**src/rtl/array_prod_if.sv**
```systemverilog
// Operand/result bundle for array_prod: two packed signed Q(QN.QM) vectors in, dot product out.
interface array_prod_if #(
  parameter int ELEMENTS = 8,
  parameter int QN       = 6,
  parameter int QM       = 11
);
  localparam int BITWIDTH = QN + QM + 1;

  logic [ELEMENTS*BITWIDTH-1:0] vec_a;
  logic [ELEMENTS*BITWIDTH-1:0] vec_b;
  logic                         data_ready;
  logic [BITWIDTH-1:0]          result;

  modport master (
    output vec_a,
    output vec_b,
    input  data_ready,
    input  result
  );

  modport slave (
    input  vec_a,
    input  vec_b,
    output data_ready,
    output result
  );
endinterface

```
**src/rtl/array_prod.sv**
```systemverilog
// Sequential signed fixed-point dot product, one MAC per clock, restarted by each reset release.
// Build option: define ARRAY_PROD_SATURATE_EN to clamp the result instead of wrapping it.
module array_prod #(
  parameter int ELEMENTS = 8,
  parameter int QN       = 6,
  parameter int QM       = 11
) (
  input  logic         clock,
  input  logic         reset,
  array_prod_if.slave  bus
);
  localparam int BITWIDTH = QN + QM + 1;
  localparam int PRODW    = 2 * BITWIDTH;
  localparam int IDXW     = (ELEMENTS > 1) ? $clog2(ELEMENTS) : 1;
  localparam int ACCW     = PRODW + IDXW;

  localparam logic [IDXW-1:0]            LAST_IDX = IDXW'(ELEMENTS - 1);
  localparam logic signed [ACCW-1:0]     SAT_MAX  = {{(ACCW-BITWIDTH+1){1'b0}}, {(BITWIDTH-1){1'b1}}};
  localparam logic signed [ACCW-1:0]     SAT_MIN  = {{(ACCW-BITWIDTH+1){1'b1}}, {(BITWIDTH-1){1'b0}}};
  localparam logic [BITWIDTH-1:0]        RES_MAX  = {1'b0, {(BITWIDTH-1){1'b1}}};
  localparam logic [BITWIDTH-1:0]        RES_MIN  = {1'b1, {(BITWIDTH-1){1'b0}}};

  typedef enum logic [1:0] {
    S_RUN    = 2'd0,
    S_FINISH = 2'd1,
    S_HOLD   = 2'd2
  } state_t;

  state_t                     state_r;
  state_t                     stateNext_s;
  logic                       macEn_s;
  logic                       finishEn_s;

  logic [IDXW-1:0]            elemIdx_r;
  logic signed [ACCW-1:0]     accum_r;
  logic [BITWIDTH-1:0]        result_r;
  logic                       dataReady_r;

  logic signed [BITWIDTH-1:0] elemA_s [ELEMENTS];
  logic signed [BITWIDTH-1:0] elemB_s [ELEMENTS];
  logic signed [BITWIDTH-1:0] opA_s;
  logic signed [BITWIDTH-1:0] opB_s;
  logic signed [PRODW-1:0]    product_s;
  logic signed [ACCW-1:0]     productExt_s;

  // Scale by 2^-QM (floor) and bring the accumulator down to operand width.
  function automatic logic [BITWIDTH-1:0] reduceRange(input logic signed [ACCW-1:0] acc);
    logic signed [ACCW-1:0] shifted;
    shifted = acc >>> QM;
`ifdef ARRAY_PROD_SATURATE_EN
    if (shifted > SAT_MAX) begin
      return RES_MAX;
    end else if (shifted < SAT_MIN) begin
      return RES_MIN;
    end else begin
      return BITWIDTH'(shifted);
    end
`else
    return BITWIDTH'(shifted);
`endif
  endfunction

  for (genvar i = 0; i < ELEMENTS; i++) begin : gUnpack
    assign elemA_s[i] = bus.vec_a[i*BITWIDTH +: BITWIDTH];
    assign elemB_s[i] = bus.vec_b[i*BITWIDTH +: BITWIDTH];
  end

  assign opA_s        = elemA_s[elemIdx_r];
  assign opB_s        = elemB_s[elemIdx_r];
  assign product_s    = PRODW'(opA_s) * PRODW'(opB_s);
  assign productExt_s = {{(ACCW-PRODW){product_s[PRODW-1]}}, product_s};

  // State register; reset doubles as the start command, so it lands directly in S_RUN.
  always_ff @(posedge clock) begin
    if (reset) begin
      state_r <= S_RUN;
    end else begin
      state_r <= stateNext_s;
    end
  end

  // Next-state and datapath strobes.
  always_comb begin
    stateNext_s = state_r;
    macEn_s     = 1'b0;
    finishEn_s  = 1'b0;
    case (state_r)
      S_RUN: begin
        macEn_s = 1'b1;
        if (elemIdx_r == LAST_IDX) begin
          stateNext_s = S_FINISH;
        end else begin
          stateNext_s = S_RUN;
        end
      end
      S_FINISH: begin
        finishEn_s  = 1'b1;
        stateNext_s = S_HOLD;
      end
      S_HOLD: begin
        stateNext_s = S_HOLD;
      end
      default: begin
        stateNext_s = S_HOLD;
      end
    endcase
  end

  // MAC datapath and registered outputs; the hold state freezes everything until reset.
  always_ff @(posedge clock) begin
    if (reset) begin
      elemIdx_r   <= '0;
      accum_r     <= '0;
      result_r    <= '0;
      dataReady_r <= 1'b0;
    end else begin
      if (macEn_s) begin
        accum_r   <= accum_r + productExt_s;
        elemIdx_r <= (elemIdx_r == LAST_IDX) ? elemIdx_r : elemIdx_r + IDXW'(1);
      end
      if (finishEn_s) begin
        result_r    <= reduceRange(accum_r);
        dataReady_r <= 1'b1;
      end
    end
  end

  assign bus.result     = result_r;
  assign bus.data_ready = dataReady_r;
endmodule

```
**src/flat_wrapper.sv**
```systemverilog
// flat-port wrapper written by rule: the top's interface ports become plain ports
module array_prod_flat 
#(
  parameter int ELEMENTS = 8,
  parameter int QN       = 6,
  parameter int QM       = 11
)
  (clock, reset, bus_vec_a, bus_vec_b, bus_data_ready, bus_result);
  array_prod_if #(.ELEMENTS(ELEMENTS), .QN(QN), .QM(QM)) bus_i ();
  input  logic clock;
  input  logic reset;
  input wire logic [$bits(bus_i.vec_a)-1:0] bus_vec_a;
  input wire logic [$bits(bus_i.vec_b)-1:0] bus_vec_b;
  output wire logic [$bits(bus_i.data_ready)-1:0] bus_data_ready;
  output wire logic [$bits(bus_i.result)-1:0] bus_result;
  assign bus_i.vec_a = bus_vec_a;
  assign bus_i.vec_b = bus_vec_b;
  assign bus_data_ready = bus_i.data_ready;
  assign bus_result = bus_i.result;
  array_prod #(.ELEMENTS(ELEMENTS), .QN(QN), .QM(QM)) u_core (.clock(clock), .reset(reset), .bus(bus_i));
endmodule
```
**config.mk**
```make
export PLATFORM = sky130hd
export DESIGN_NAME = array_prod_flat
export DESIGN_NICKNAME = d
export VERILOG_FILES = /design/src/rtl/array_prod_if.sv /design/src/rtl/array_prod.sv /design/src/flat_wrapper.sv
export SDC_FILE = /design/constraint.sdc
export NUM_CORES = 1
export LEC_CHECK = 0
export ABC_AREA = 1
export BUFFER_PORTS_ARGS = -buffer_cell sky130_fd_sc_hd__buf_2
export CORE_MARGIN = 2
export CORE_UTILIZATION = 55
export DETAILED_ROUTE_END_ITERATION = 12
export PLACE_DENSITY = 0.85
export SLEW_MARGIN = 20
export SYNTH_ARGS = -nofsm -noshare
export SYNTH_HDL_FRONTEND = slang
export SYNTH_SLANG_ARGS = --single-unit
```
**constraint.sdc**
```tcl
create_clock -name clock -period 9.5 [get_ports clock]
set_input_delay 0.95 -clock clock [delete_from_list [all_inputs] [get_ports clock]]
set_output_delay 0.95 -clock clock [all_outputs]
set_load 0.005 [all_outputs]
```
==> flow_summary.json <==
{
  "synth-edff-count": 0,
  "finalClockSkew_ns": 0.01546,
  "yosysWarnings": 0,
  "cts_num_sinks": 53,
  "critPathSlowestCell": "inv_4",
  "first_pass_iters": 6,
  "grt_pass1_vias": 15840,
  "crit_family": "adder cells",
  "finalHoldViolCount": 0,
  "max_slew_margin_pct": 43.27,
  "wirelength_um": 48270,
  "rsz0062_at_grt": "no",
  "nets": 3064,
  "viasPerCell": 5.487,
  "boundaryPins": 309,
  "io_buffers": 308,
  "synth_seq_area_share_pct": 6.874,
  "antenna_found_initial": 2,
  "avgRoutedWirePerCell_um": 17.47,
  "yosys.area.top_type": "fa_1",
  "cap_violations": 0,
  "num_vias": 15170,
  "synthFlopType": "dfxtp_1",
  "avgSynthCellArea_um2": 7.203,
  "critPathArrivalTime_ns": 8.84,
  "critPathCaptureType": "flip-flop",
  "syn2layout_area_growth_pct": 11.78,
  "cts_setup_buffers": 0,
  "netlist.area_leader.share_pct": 37.74,
  "hpwl_um": 39740,
  "cp_slowest_stage_delay_ns": 0.63,
  "fmax_ghz": 0.1154,
  "cts.clk_slew.worst_paths_ns": 0.09,
  "overflow": 0,
  "clockRootBuffer": "clkbuf_16",
  "die_width_um": 171.5,
  "fp.dieArea_um2": 29420,
  "worstSetupPathType": "flip-flop to flip-flop",
  "final.setup.tns_ns": 0,
  "ys_seq_elements": 53,
  "period_minus_slack_ns": 8.666,
  "drtIter0Drc": 1242,
  "core_area_um2": 27710,
  "track_usage_pct": 33.93,
  "synth-async-reset-ratio_pct": 0,
  "use_met3_pct": 7.018,
  "drc_errors": 0,
  "grt_pass1_wl_um": 77270,
  "grt_max_degree": 89,
  "synthesis.area_um2": 15440,
  "synthCells": 2143,
  "busiest_layer": "met2",
  "startpoint_type": "flip-flop",
  "gp_congestion": 1.008,
  "hp-class": "flip-flop to flip-flop",
  "start_util_pct": 55.72,
  "critPathMaxFanout": 88,
  "met2_usage_pct": 58.51,
  "yosysUniqueCellTypes": 40,
  "cp.buffers_inverters": 5,
  "cts_resized": 0,
  "die_h_um": 171.5,
  "htreeDepth": 2,
  "worstSkewPairLatency_ns": 0.31,
  "final_antenna_net_count": 0,
  "setup_viol": 0,
  "cp.required_ns": 9.67,
  "synth.area.top_cells": "fa_1 38%, inv_1 11%, nor2_1 9.0%, nand2_1 8.5%, ha_1 8.0%",
  "cts_made_buffers": 5,
  "drv_slew": 0,
  "post-route-period-util_pct": 91.22,
  "cts.path.max_buffers": 2,
  "cts_tree": "done",
  "drive_gt1_share_pct": 15.72,
  "tightest_slew_ns": 0.8509,
  "num_rows": 61,
  "postCtsHoldBufs": 0,
  "status": "complete, no violations",
  "syn-num-nets": 2823,
  "met1_usage_pct": 39.78
}
==> sequential cells by signal, summed over array words and instances, names as in the netlist <==
register / flops
u_core.accum_r: 29
u_core.elemIdx_r: 3
u_core.state_r: 2
u_core.bus.data_ready: 1
u_core.bus.result: 18
==> cells by family (layout without fill, tap and decap cells) <==
| group | Yosys count | in the layout | synth area share (%) |
|---|---|---|---|
| AND/OR/NAND/NOR | 798 | 798 | 20.45 |
| buffers and inverters | 556 | 798 | 14.38 |
| adder cells (fa/ha/maj) | 390 | 390 | 45.76 |
| AO/OA/AOI/OAI | 336 | 336 | 11.96 |
| flip-flops | 53 | 53 | 6.874 |
| XOR/XNOR | 10 | 10 | 0.5674 |
| other | 0 | 1 | 0 |
==> final timing paths <==
check	depth (start not counted)	endpoint	from	slack, ns
hold reg to reg	2	u_core.bus.data_ready	u_core.bus.data_ready	0.47
hold / removal	2	u_core.bus.data_ready	u_core.bus.data_ready	0.47
setup / recovery	30	u_core.accum_r[26]	u_core.elemIdx_r[0]	0.83
setup reg to reg	30	u_core.accum_r[26]	u_core.elemIdx_r[0]	0.83
==> stage by stage <==
stage | cell area (um2) | utilization, % | setup slack, ns | cells | hold slack (ns)
after floorplan | 15440 | - | 2.605 | 2143 | 0.4572
after global placement | 17100 | 61.70 | 1.149 | 2755 | 0.4461
after detailed placement | 17100 | 61.70 | 1.007 | 2755 | 0.4575
after CTS | 17250 | 62.25 | 0.9871 | 2763 | 0.4757
after global routing | 17250 | 62.28 | 0.3263 | 2764 | 0.4937
final | 17250 | 62.28 | 0.8345 | 2764 | 0.4696
==> synthesized netlist by cell type, types with 8 or more instances <==
cell type	number
a21oi_1	57
buf_2	37
buf_6	9
clkbuf_1	31
clkinv_1	8
dfxtp_1	53
fa_1	291
ha_1	99
inv_1	450
inv_2	12
nand2_1	348
nand2_2	11
nand3_1	50
nor2_1	369
o21ai_0	181
o21ai_1	14
o21ai_2	14
o22ai_1	52
==> worst min-delay path, stage by stage, from the launching register on <==
cell and delay, ns:
dfxtp_1 0.33, nor2_1 0.05, nor2_1 0.07
==> per-layer routing <==
metal | vias to the layer above | share of wire, %
met5 | - | 0.031
met4 | 2 | 6.2
met3 | 198 | 8.7
met2 | 757 | 48
met1 | 7261 | 37
li1 | 6949 | -
==> placed cells by master (no fill, tap or decap), drive strengths merged <==
| master | count |
|---|---|
| nand3b | 2 |
| buf | 320 |
| a31oi | 2 |
| and2 | 1 |
| nand4 | 1 |
| xnor2 | 6 |
| o22ai | 52 |
| a21oi | 57 |
| o21ai | 209 |
| nor4 | 2 |
| nor3 | 6 |
| clkinv | 8 |
| o211ai | 1 |
| o31ai | 1 |
| nand3 | 54 |
| a211oi | 1 |
| or2 | 1 |
| a221oi | 1 |
| xor2 | 4 |
| a21boi | 1 |
| diode | 1 |
| a22o | 3 |
| fa | 291 |
| ha | 99 |
| dfxtp | 53 |
| nand2 | 361 |
| clkbuf | 5 |
| clkinvlp | 2 |
| nor2 | 369 |
| inv | 463 |
| nor3b | 1 |
| o21bai | 5 |
| a21o | 3 |
==> final cells by class <==
cell class / instances / area (um2)
Multi-Input combinational cell: 1534 / 12160
Fill cell: 2507 / 10450
Inverter: 470 / 1767
Timing Repair Buffer: 320 / 1632
Sequential cell: 53 / 1066
Tap cell: 378 / 473.0
Clock buffer: 5 / 125.1
Clock inverter: 3 / 26.28
Antenna cell: 1 / 2.502
Power is left out: the tool's default activity adds up to more than one toggle a clock period on the data nets, which glitch-free logic cannot reach.
